<file path="config.mk">
export PLATFORM = sky130hd
export DESIGN_NAME = dac_play_seq
export DESIGN_NICKNAME = d
export VERILOG_FILES = /design/src/rtl/dac_play_seq_pkg.sv /design/src/rtl/dac_play_seq_sync_edge_det.sv /design/src/rtl/dac_play_seq.sv
export SDC_FILE = /design/constraint.sdc
export NUM_CORES = 1
export LEC_CHECK = 0
export ABC_AREA = 1
export ABC_CLOCK_PERIOD_IN_PS = 1950
export CAP_MARGIN = 20
export CORE_MARGIN = 8
export CORE_UTILIZATION = 49
export CTS_CLUSTER_SIZE = 12
export DETAILED_ROUTE_END_ITERATION = 10
export HOLD_SLACK_MARGIN = 0.05
export MAX_ROUTING_LAYER = met4
export PLACE_DENSITY = 0.78
export SETUP_SLACK_MARGIN = 0.1
export SYNTH_ARGS = -nofsm -noshare
export SYNTH_HDL_FRONTEND = slang
export SYNTH_SLANG_ARGS = --single-unit
export TNS_END_PERCENT = 5
</file>
<file path="constraint.sdc">
create_clock -name i_clk -period 1.95 [get_ports i_clk]
set_input_delay 0.39 -clock i_clk [delete_from_list [all_inputs] [get_ports i_clk]]
set_output_delay 0.39 -clock i_clk [all_outputs]
set_load 0.01 [all_outputs]
</file>
<file path="src/rtl/dac_play_seq_pkg.sv">
// Shared codes for the DAC playback sequencer: FSM state encoding and trigger-source selects.
// Pure definitions; no latency and no flow control.
package dac_play_seq_pkg;

    typedef enum logic [2:0] {
        ST_IDLE  = 3'd0,
        ST_ARMED = 3'd1,
        ST_DELAY = 3'd2,
        ST_PLAY  = 3'd3,
        ST_DONE  = 3'd4
    } state_e;

    localparam logic [1:0] TRIG_SW    = 2'd0;
    localparam logic [1:0] TRIG_EXT_R = 2'd1;
    localparam logic [1:0] TRIG_EXT_F = 2'd2;
    localparam logic [1:0] TRIG_AUTO  = 2'd3;

    localparam logic [7:0] MISS_MAX = 8'hff;

endpackage

</file>
<file path="src/rtl/dac_play_seq_sync_edge_det.sv">
// Synchronizes an async level and emits registered one-cycle rise/fall pulses, STG+1 cycles after the pin edge.
// Free-running; no backpressure.
module sync_edge_det #(
    parameter int STG = 2
) (
    input  logic i_clk,
    input  logic i_clr,
    input  logic i_din,
    output logic o_rise,
    output logic o_fall
);

    logic [STG-1:0] sync_q, sync_d;
    logic           prev_q, prev_d;
    logic           rise_q, rise_d;
    logic           fall_q, fall_d;

    always_comb begin
        sync_d = {sync_q[STG-2:0], i_din};
        prev_d = sync_q[STG-1];
        rise_d = sync_q[STG-1] & ~prev_q;
        fall_d = ~sync_q[STG-1] & prev_q;
    end

    always_ff @(posedge i_clk) begin
        if (i_clr) begin
            sync_q <= '0;
            prev_q <= 1'b0;
            rise_q <= 1'b0;
            fall_q <= 1'b0;
        end else begin
            sync_q <= sync_d;
            prev_q <= prev_d;
            rise_q <= rise_d;
            fall_q <= fall_d;
        end
    end

    assign o_rise = rise_q;
    assign o_fall = fall_q;

endmodule

</file>
<file path="src/rtl/dac_play_seq.sv">
// DAC waveform playback sequencer: arm, trigger, start delay, N repetitions of the address ramp.
// All outputs registered, first o_play = trigger cycle + 1 + delay; no backpressure (RAM read port always ready).
module dac_play_seq
    import dac_play_seq_pkg::*;
#(
    parameter int AW       = 13,
    parameter int DLY_W    = 32,
    parameter int REP_W    = 16,
    parameter int SYNC_STG = 2
) (
    input  logic             i_clk,
    input  logic             i_clr,
    input  logic             i_arm,
    input  logic             i_abort,
    input  logic             i_sw_trig,
    input  logic             i_sync,
    input  logic [1:0]       i_trig_src,
    input  logic             i_cont,
    input  logic [DLY_W-1:0] i_delay,
    input  logic [AW-1:0]    i_len,
    input  logic [REP_W-1:0] i_nrep,
    output logic [AW-1:0]    o_addr,
    output logic             o_play,
    output logic             o_busy,
    output logic             o_done,
    output logic [2:0]       o_state,
    output logic [7:0]       o_miss_cnt
);

    state_e           state_q, state_d;
    logic [AW-1:0]    addr_q, addr_d;
    logic [REP_W-1:0] rep_q, rep_d;
    logic [DLY_W-1:0] cnt_q, cnt_d;
    logic [AW-1:0]    len_q, len_d;
    logic [REP_W-1:0] nrep_q, nrep_d;
    logic             play_q, play_d;
    logic             done_q, done_d;
    logic [7:0]       miss_q, miss_d;

    logic ext_rise, ext_fall, trig_evt;

    sync_edge_det #(.STG(SYNC_STG)) u_sync (
        .i_clk  (i_clk),
        .i_clr  (i_clr),
        .i_din  (i_sync),
        .o_rise (ext_rise),
        .o_fall (ext_fall)
    );

    always_comb begin
        case (i_trig_src)
            TRIG_SW:    trig_evt = i_sw_trig;
            TRIG_EXT_R: trig_evt = ext_rise;
            TRIG_EXT_F: trig_evt = ext_fall;
            default:    trig_evt = 1'b1;
        endcase
    end

    always_comb begin
        state_d = state_q;
        addr_d  = '0;
        rep_d   = rep_q;
        cnt_d   = cnt_q;
        len_d   = len_q;
        nrep_d  = nrep_q;
        play_d  = 1'b0;
        done_d  = 1'b0;
        miss_d  = miss_q;

        case (state_q)
            ST_IDLE: begin
                if (i_arm) state_d = ST_ARMED;
            end
            ST_ARMED: begin
                if (trig_evt) begin
                    len_d  = i_len;
                    nrep_d = i_nrep;
                    rep_d  = '0;
                    if (i_delay == '0) begin
                        state_d = ST_PLAY;
                        play_d  = 1'b1;
                    end else begin
                        state_d = ST_DELAY;
                        cnt_d   = i_delay - DLY_W'(1);
                    end
                end
            end
            ST_DELAY: begin
                if (cnt_q == '0) begin
                    state_d = ST_PLAY;
                    play_d  = 1'b1;
                    rep_d   = '0;
                end else begin
                    cnt_d = cnt_q - DLY_W'(1);
                end
            end
            ST_PLAY: begin
                play_d = 1'b1;
                if (addr_q == len_q) begin
                    // nrep of zero never terminates; only abort leaves PLAY then
                    if (nrep_q != '0 && rep_q == nrep_q - REP_W'(1)) begin
                        state_d = ST_DONE;
                        play_d  = 1'b0;
                        done_d  = 1'b1;
                    end else begin
                        rep_d = rep_q + REP_W'(1);
                    end
                end else begin
                    addr_d = addr_q + AW'(1);
                end
            end
            ST_DONE: begin
                state_d = i_cont ? ST_ARMED : ST_IDLE;
            end
            default: state_d = ST_IDLE;
        endcase

        // Auto trigger is always asserted, so it would flood the miss counter
        if (trig_evt && state_q != ST_ARMED && i_trig_src != TRIG_AUTO && miss_q != MISS_MAX)
            miss_d = miss_q + 8'd1;

        if (i_abort) begin
            state_d = ST_IDLE;
            addr_d  = '0;
            play_d  = 1'b0;
            done_d  = 1'b0;
        end
    end

    always_ff @(posedge i_clk) begin
        if (i_clr) begin
            state_q <= ST_IDLE;
            addr_q  <= '0;
            rep_q   <= '0;
            cnt_q   <= '0;
            len_q   <= '0;
            nrep_q  <= '0;
            play_q  <= 1'b0;
            done_q  <= 1'b0;
            miss_q  <= '0;
        end else begin
            state_q <= state_d;
            addr_q  <= addr_d;
            rep_q   <= rep_d;
            cnt_q   <= cnt_d;
            len_q   <= len_d;
            nrep_q  <= nrep_d;
            play_q  <= play_d;
            done_q  <= done_d;
            miss_q  <= miss_d;
        end
    end

    assign o_addr     = addr_q;
    assign o_play     = play_q;
    assign o_busy     = (state_q != ST_IDLE);
    assign o_done     = done_q;
    assign o_state    = state_q;
    assign o_miss_cnt = miss_q;

endmodule
</file>
After elaboration in Yosys (flattened, before gate mapping)
Cells that the tools add are included.
Storage, ports and cells
  memories: 0
  ROM bits: 0
  bits in writable memories: 0
  input port bits: 70
  bits in registers: 108
  bits in latches: 0
  word-level logic and storage cells: 88
  output and inout port bits: 27
Operators by class
  shift-type cells: 0
  $mul: 0
  bitwise logic cells: 6
  equality and inequality tests: 19
  order comparisons: 0
  reductions and logical operators: 19
  div/mod/pow operators: 0
  add/subtract/negate cells: 6
  muxes and demuxes: 25
Operators by type and width (number)
  $mux W32: 3
  $logic_not A32 Y1: 2
  $mux W16: 4
  $pmux W32 S2: 1
  $sub A32 B1 Y32 const B: 2
  $pmux W16 S3: 1
  $ne A2 B2 Y1 const B: 9
  $add A16 B1 Y16 const B: 1
  $eq A16 B16 Y1: 1
  $reduce_bool A16 Y1: 1
  $sub A16 B1 Y16 const B: 1
  $mux W3: 5
  $pmux W3 S5: 1
  $add A13 B1 Y13 const B: 1
  $eq A13 B13 Y1: 1
  $reduce_and A5 Y1: 2
  $add A8 B1 Y8 const B: 1
  $mux W1: 8
  $ne A8 B8 Y1 const B: 1
  $reduce_or A4 Y1: 2
  $eq A3 B2 Y1 const B: 2
  $pmux W1 S3: 2
  $reduce_bool A3 Y1: 2
  $logic_and A1 B1 Y1: 4
  other kinds (13): 17

Depth between registers and ports, before layout
Gate-level depths: netlist of the first run.
  depth in word-level cells: 6
  gate-level depth with buffers: 19
  depth with buffers taken out: 17

Hierarchy
A second synthesis of the first run with hierarchy kept.
Second synthesis, totals
  cells, all modules: 1042
  area, all modules: 6810.3 µm²
Modules (own cells, without submodules)
  dac_play_seq: instances 1, area each 6670.1 µm², seq. area each 2062.0 µm², cells each 1027
  sync_edge_det: instances 1, area each 140.1 µm², seq. area each 100.1 µm², cells each 15

Least setup slack after synthesis of the first run
No wires, ideal clock.
  path kind: reg-to-reg
  start: reg nrep_q[0]
  end: reg rep_q[10]
  setup time: 0.132 ns
  required time: 1.818 ns
  period minus slack after synthesis: 1.979 ns
  cell stages (with the launch flop): 15
  buffers on the path: 1
  path slack: -0.029 ns
  arrival time: 1.847 ns
  cells stage by stage: dfxtp_1 -> inv_1 -> ha_1 -> nand2_1 -> nor2_1 -> nand2_1 -> o21bai_1 -> nand2_1 -> inv_1 -> nand3_1 -> nor2_1 -> nand3_4 -> buf_2 -> nand3_1 -> a21oi_1
Between the ends
  cells in the longest elaborated chain, start to end: 5
  elaborated cells on any way between the ends: 6
  classes of those cells: add/sub (1); eq/ne (2); reduce/logical (3)
Ends and longest elaborated chain
  start: declaration: RTL line dac_play_seq.sv:35  | logic [REP_W-1:0] nrep_q, nrep_d;
  start signal: assignment: RTL line dac_play_seq.sv:147  | nrep_q <= nrep_d;
  $sub A16 B1 Y16: RTL line dac_play_seq.sv:101  | if (nrep_q != '0 && rep_q == nrep_q - REP_W'(1)) begin
  $eq A16 B16 Y1: RTL line dac_play_seq.sv:101
  $logic_and A1 B1 Y1 (*): RTL line dac_play_seq.sv:101
  $ne A2 B2 Y1 (no source line) (*)
  $reduce_and A5 Y1 (no source line) (*)
  end signal: assignment: RTL line dac_play_seq.sv:144  | rep_q <= rep_d;
  end: declaration: RTL line dac_play_seq.sv:32  | logic [REP_W-1:0] rep_q, rep_d;
Every way passes the cells marked *; elsewhere a longest branch is shown, timed or not.
A chain may end at the register's enable or synchronous reset.

Final worst setup path of the first run
  start: reg state_q[1] (netlist: o_state[1])
  end: reg cnt_q[29]
Between the ends
  cells in the longest elaborated chain, start to end: 3
  elaborated cells on any way between the ends: 8
  classes of those cells: eq/ne (5); mux (1); reduce/logical (2)
Ends and longest elaborated chain
  start: declaration: RTL line dac_play_seq.sv:30  | state_e state_q, state_d;
  start signal: assignment: RTL line dac_play_seq.sv:142  | state_q <= state_d;
  $eq A3 B2 Y1 or $eq A3 B1 Y1 (tied branches): RTL line dac_play_seq.sv:70  | case (state_q)
  $ne A2 B2 Y1 (no source line) or $reduce_bool A2 Y1 (tied branches)
  $reduce_and A4 Y1 (no source line)
  end signal: assignment: RTL line dac_play_seq.sv:145  | cnt_q <= cnt_d;
  end: declaration: RTL line dac_play_seq.sv:33  | logic [DLY_W-1:0] cnt_q, cnt_d;
Parallel ways exist; a longest one is shown, timed or not.

==> flow_summary_export.csv, run 1 <==
group,metric,value,unit
sta,clock_skew,0.0134,ns
logic_synthesis,yosys-top-cells-count,"nand2_1, nor2_1, inv_1",
power_and_ir_drop,switching_share,0.344,
critical_path,ff2ff_setup_slack,-0.25,ns
logic_synthesis,yosysUniqueCellTypes,38,
sta,max_slew_margin,0.734,
logic_synthesis,yosysWarnings,0,
logic_synthesis,synth_most_common_cell,"nand2_1",
critical_path,max_stage_delay,0.34,ns
logic_synthesis,syn_area,6960,µm²
floorplan,die_w,135,µm
sta,fmax,456,MHz
logic_synthesis,yosysSeqAreaShare,0.311,
critical_path,cp.arrival,2.46,ns
power_and_ir_drop,p_leak,4.45,nW
critical_path,slowest_stage,"dfxtp_2",
outcome,violations,"setup timing",
critical_path,r2r-end,"cnt_q[29]",
detailed_routing,wl_per_cell,14.9,µm
finish,diodes,0,
detailed_routing,drc_errors,0,
logic_synthesis,async_reset_ff_frac,0,
cts,htree_levels,3,
floorplan,die_h,135,µm
placement,numPortBuffers,96,
power_and_ir_drop,pwr-share-seq,0.383,
logic_synthesis,synth_edf_count,0,
cts,cts-hold-fix-buffers,0,
floorplan,initial_utilization,0.501,
detailed_routing,viasPerCell,5.24,
sta,fin_crit,2.20,ns
sta,rsz0062_at_grt,"true",
placement,hpwlAfterDp,15.5,mm
logic_synthesis,synthFlopType,"dfxtp_1",
logic_synthesis,synth.avg_cell_area,6.30,µm²
global_routing,grt_pass1_wl,35.9,mm
power_and_ir_drop,ir_drop,0.502,mV
power_and_ir_drop,p_int,0.00418,W
detailed_routing,drt.antenna.violating_nets,0,
worst_hold_path,hp-class,"register to register",
run,cap_violations,0,
cts,clock_path_buffers,2,
critical_path,crit_chain,"inv_2 -> nor2_4 -> nand2_8 -> buf_12 -> buf_8 -> nand2_4 -> o21ai_4 -> inv_2 -> nand2_4 -> nor2_4 -> nand2_2 -> nor2_4 -> nand2_2 -> nand2_2 -> nand2_1 -> o21bai_1 -> inv_1",
sta,setup_ws,-0.245,ns
cts,cts_tree,"yes",
floorplan,core_area,13900,µm²
critical_path,r2r-start,"o_state[1]",
detailed_routing,dr.pass1.iters,5,
sta,finalCritPeriodShare,1.13,
floorplan,io_pins,97,
logic_synthesis,syn_inst,1104,
floorplan,rows,43,
logic_synthesis,synth_seq_cells,108,
detailed_routing,wl,22.5,mm
logic_synthesis,synthTopCellsByArea,"dfxtp_1, nand2_1, nor2_1",
global_routing,grt_start_max_net_pins,38,
logic_synthesis,synth_largest_area_cell,"dfxtp_1",
sta,setup_violations,48,
critical_path,critPathCaptureType,"register",
global_routing,grt_usage,0.245,
sta,tightest_slew,0.398,ns
cts,path_clk_slew,0.08,ns
worst_hold_path,hold_depth,2,
placement,dp_slack,-0.539,ns
worst_hold_path,holdPathEnd,"u_sync.sync_q[1]",
floorplan,dieArea,18300,µm²
critical_path,cp.required,2.21,ns
critical_path,critPathMaxFanout,6,
sta,final_max_slew_viol_count,0,
detailed_routing,drtIter0Drc,474,
critical_path,path_class,"register to register",
cts,cts_root_buf,"clkbuf_16",
outcome,outcome,"finished with violations",
placement,gp_congestion,0.932,
worst_hold_path,min_from,"u_sync.sync_q[0]",
sta,whs,0.404,ns
power_and_ir_drop,combPwrFrac,0.318,
finish,num-nets-final,1404,
cts,clkLatencyLatePin,0.37,ns
cts,numCtsBuffers,9,
critical_path,crit_path_start_kind,"register",
cts,clock_sinks,108,
global_routing,overflow,0,
finish,drive_gt1_frac,0.244,
power_and_ir_drop,p_switching,0.00219,W
detailed_routing,vias,7931,
logic_synthesis,yosys.area.top_type_share,0.311,
placement,placed_cells,1476,
power_and_ir_drop,p_clk_frac,0.299,
power_and_ir_drop,p_per_area,630,nW/µm²
critical_path,rr_worst_depth,17,
global_routing,antenna_found_initial,0,
logic_synthesis,syn_nets,1179,
finish,final_cells,1514,
global_routing,grt_pass1_vias,7778,
sta,hold_violations,0,
finish,area_growth,45.1,%
==> power groups by stage <==
stage	clock network (W)	registers, W	logic [W]
after global placement	0	0.00247	0.00166
final	0.00190	0.00244	0.00202
after global routing	0.00201	0.00245	0.00222
after floorplan	0	0.00245	0.00103
after CTS	0.00193	0.00243	0.00186
after detailed placement	0	0.00247	0.00169
==> flip-flops by register name (all words and copies together), names as in the netlist <==
register	cells
cnt_q	32
len_q	13
nrep_q	16
o_addr	13
o_done	1
o_miss_cnt	8
o_play	1
o_state	3
rep_q	16
u_sync.o_fall	1
u_sync.o_rise	1
u_sync.prev_q	1
u_sync.sync_q	2
==> layout make-up <==
type,count,area [µm²]
multi-input combinational,799,4480
fill,1062,3780
timing repair buffer,250,2320
sequential,108,2170
inverter,161,608
clock buffer,10,239
tap,180,225
clock inverter,6,65.1
==> metal layers <==
layer,track usage,routed length (µm)
met1,0.264,9000
met4,0.0864,694
met2,0.439,11500
met5,-,0
met3,0.0482,1310
==> worst max path at each step <==
stage / startpoint / endpoint
after floorplan: o_state[0] / cnt_q[28]
after global placement: i_delay[15] / cnt_q[17]
after detailed placement: i_delay[15] / cnt_q[17]
after CTS: o_state[1] / cnt_q[29]
after global routing: cnt_q[12] / rep_q[7]
final: o_state[1] / cnt_q[29]
==> cells by family after synthesis <==
family / count (synthesis) / synth area share
fa+ha+maj: 5 / 0.00899
xor+xnor: 48 / 0.0604
flops: 108 / 0.311
compound gates: 161 / 0.132
simple gates: 584 / 0.372
buf+inv: 198 / 0.117
==> per-stage QoR <==
| stage | total power [W] | instance area [µm²] | utilization | TNS, ns |
|---|---|---|---|---|
| detailed placement | 0.00417 | 9050 | 0.652 | -22.25 |
| CTS | 0.00622 | 9810 | 0.707 | -3.18 |
| global route | 0.00668 | 10100 | 0.728 | -12.95 |
| finish | 0.00636 | 10100 | 0.728 | -5.92 |
| global placement | 0.00413 | 9050 | 0.652 | -21.51 |
| floorplan | 0.00348 | 6990 | - | 0 |
==> timing repair <==
| item | CTS | global route |
|---|---|---|
| buffers inserted | 17 | 3 |
| setup endpoints to repair | 54 | 61 |
| pin swaps | 27 | 25 |
| cloned | 2 | 0 |
| gates resized for setup | 78 | 74 |
==> placed cells by master, fill, tap and decap left out, drive strengths merged <==
cell	count
nor2	193
dfxtp	108
nand3b	4
nor4	11
nand4	21
a21oi	51
or2	4
o211ai	7
clkinvlp	1
xnor2	20
a31oi	5
ha	5
o21a	2
dlygate4sd2	1
clkdlybuf4s50	91
a211oi	1
nand2	237
clkinv	2
nor3	21
o21ai	90
inv	164
nor3b	2
clkbuf	10
buf	154
o21bai	4
dlymetal6s2s	4
a21o	1
nand3	92
xor2	28
==> critical path, delay by kind of cell, from the launching register on <==
family / cells / cell delay, ns
AO/OA/AOI/OAI: 2 / 0.19
AND/OR/NAND/NOR: 10 / 1.06
flip-flops: 1 / 0.34
buffers and inverters: 5 / 0.47
No activity file was read; power rests on OpenSTA's default activity.
==> run 2, diff against run 1 <==
- RECOVER_POWER: default -> 100
==> flow_summary_export.csv, run 2 (synthesized netlist as in run 1, its figures left out) <==
group,metric,value,unit
power_and_ir_drop,p_clk_frac,0.299,
finish,final_common_cell,"nand2_1",
detailed_routing,drt.antenna.violating_nets,0,
outcome,violations,"setup timing",
power_and_ir_drop,p_leak,4.52,nW
sta,fmax,458,MHz
detailed_routing,viasPerCell,5.26,
global_routing,antenna_found_initial,0,
critical_path,critPathCaptureType,"register",
run,cap_violations,0,
power_and_ir_drop,combPwrFrac,0.317,
floorplan,core_area,13900,µm²
detailed_routing,vias,7962,
finish,most-common-layout-cells,"nand2_1, nor2_1, inv_1",
critical_path,critPathMaxFanout,6,
global_routing,grt_usage,0.245,
finish,largest_reg_flops,32,
global_routing,grt_start_max_net_pins,38,
sta,final_max_slew_viol_count,0,
placement,gp_congestion,0.932,
placement,numPortBuffers,96,
detailed_routing,drc_errors,0,
detailed_routing,dr.pass1.iters,5,
cts,htree_levels,3,
critical_path,cp.required,2.21,ns
global_routing,overflow,0,
cts,clock_sinks,108,
placement,hpwlAfterDp,15.5,mm
sta,clock_skew,0.00943,ns
sta,hold_violations,0,
floorplan,initial_utilization,0.501,
critical_path,cp.arrival,2.44,ns
detailed_routing,drtIter0Drc,484,
placement,dp_slack,-0.539,ns
floorplan,die_h,135,µm
power_and_ir_drop,p_int,0.00417,W
power_and_ir_drop,ir_drop,0.503,mV
power_and_ir_drop,pwr-share-seq,0.384,
sta,setup_violations,55,
critical_path,ff2ff_setup_slack,-0.23,ns
outcome,outcome,"finished with violations",
critical_path,timing.critical_path.to,"cnt_q[29]",
sta,fin_crit,2.18,ns
floorplan,die_w,135,µm
finish,max_flop_register,"cnt_q",
cts,clock_path_buffers,2,
cts,path_clk_slew,0.08,ns
critical_path,r2r-start,"o_state[1]",
global_routing,grt_pass1_vias,7778,
detailed_routing,wl_per_cell,14.9,µm
sta,max_slew_margin,0.340,
floorplan,dieArea,18300,µm²
power_and_ir_drop,p_switching,0.00218,W
sta,tightest_slew,0.990,ns
critical_path,r2r-end,"cnt_q[29]",
finish,reg_top3,"cnt_q (32), nrep_q (16), rep_q (16)",
cts,numCtsBuffers,9,
finish,drive_gt1_frac,0.241,
critical_path,crit_start,"o_state[1]",
critical_path,rr_worst_depth,17,
critical_path,crit_path_start_kind,"register",
finish,diodes,0,
global_routing,grt_pass1_wl,35.9,mm
cts,cts_tree,"yes",
power_and_ir_drop,p_per_area,631,nW/µm²
sta,setup_ws,-0.231,ns
power_and_ir_drop,switching_share,0.343,
detailed_routing,wl,22.5,mm
finish,fin_util,0.724,
sta,setup_tns,-6.11,ns
cts,cts_root_buf,"clkbuf_16",
finish,area_growth,44.5,%
worst_hold_path,hp-class,"register to register",
floorplan,io_pins,97,
finish,num-nets-final,1404,
sta,finalCritPeriodShare,1.12,
floorplan,rows,43,
sta,rsz0062_at_grt,"true",
cts,clkLatencyLatePin,0.37,ns
critical_path,path_class,"register to register",
## run 2: changes by cell type in the layout (fill, tap and decap cells not counted)
| cell | change |
|---|---|
| buf_12 | -1 |
| clkbuf_1 | +3 |
| dlygate4sd3_1 | +27 |
| clkbuf_2 | +3 |
| nor3_1 | +1 |
| buf_4 | -5 |
| nor3_4 | -1 |
| clkdlybuf4s50_1 | -27 |
## run 2: area by class of cell
| cell class | instances | area, µm² |
|---|---|---|
| Multi-Input combinational cell | 799 | 4460 |
| Fill cell | 1074 | 3820 |
| Timing Repair Buffer | 250 | 2280 |
| Sequential cell | 108 | 2170 |
| Inverter | 161 | 608 |
| Clock buffer | 10 | 239 |
| Tap cell | 180 | 225 |
| Clock inverter | 6 | 65.1 |
## run 2: worst max-delay path, cell delays in order, from the launching register on
cell	delay, ns
dfxtp_2	0.34
inv_2	0.05
nor2_4	0.18
nand2_8	0.12
buf_12	0.16
buf_8	0.13
nand2_4	0.06
o21ai_4	0.07
inv_2	0.08
nand2_4	0.06
nor2_4	0.16
nand2_2	0.08
nor2_4	0.17
nand2_2	0.11
nand2_2	0.07
nand2_1	0.05
o21bai_1	0.12
inv_1	0.05
## run 2: worst min path at each step
stage | cells past startpoint | startpoint | slack, ns | endpoint
after global placement | 2 | u_sync.sync_q[0] | 0.39 | u_sync.sync_q[1]
after floorplan | 2 | u_sync.sync_q[0] | 0.39 | u_sync.sync_q[1]
after detailed placement | 2 | u_sync.sync_q[0] | 0.40 | u_sync.sync_q[1]
final | 2 | u_sync.sync_q[0] | 0.40 | u_sync.sync_q[1]
after CTS | 2 | u_sync.sync_q[0] | 0.41 | u_sync.sync_q[1]
after global routing | 2 | u_sync.sync_q[0] | 0.42 | u_sync.sync_q[1]
## run 2: layer usage
metal / vias to the layer above / GRT usage / routed length [µm]
met1: 3653 / 0.264 / 8940
met5: - / - / 0
li1: 3981 / - / -
met3: 61 / 0.0482 / 1300
met2: 267 / 0.439 / 11600
met4: 0 / 0.0864 / 656
## run 2: repair_timing
action | in CTS | in global routing
buffers inserted | 17 | 3
hold buffers | 0 | 0
endpoints found under the setup margin | 54 | 61
pin swaps | 27 | 25
gates cloned | 2 | 0
gates resized for setup | 78 | 74
## run 2: power groups by stage
| stage | sequential [W] | clock [W] | combinational (W) |
|---|---|---|---|
| 2_1_floorplan | 0.00245 | 0 | 0.00103 |
| 3_3_place_gp | 0.00247 | 0 | 0.00166 |
| 3_5_place_dp | 0.00247 | 0 | 0.00169 |
| 4_1_cts | 0.00243 | 0.00193 | 0.00186 |
| 5_1_grt | 0.00245 | 0.00201 | 0.00221 |
| 6_report | 0.00244 | 0.00190 | 0.00201 |
## run 2: stage by stage
stage                     instance area (µm²)  instances  power [W]  hold slack (ns)
final                                   10100       1514    0.00634            0.404
after global routing                    10100       1514    0.00667            0.422
after CTS                                9810       1511    0.00622            0.408
after detailed placement                 9050       1476    0.00417            0.402
after global placement                   9050       1476    0.00413            0.392
after floorplan                          6990       1104    0.00348            0.388
==> run 3, diff against run 2 <==
- GPL_ROUTABILITY_DRIVEN: default -> 1
- SLEW_MARGIN: default -> 15
==> results of run 3 <==
Final layout, timing and power as in run 2 (identical DEF).
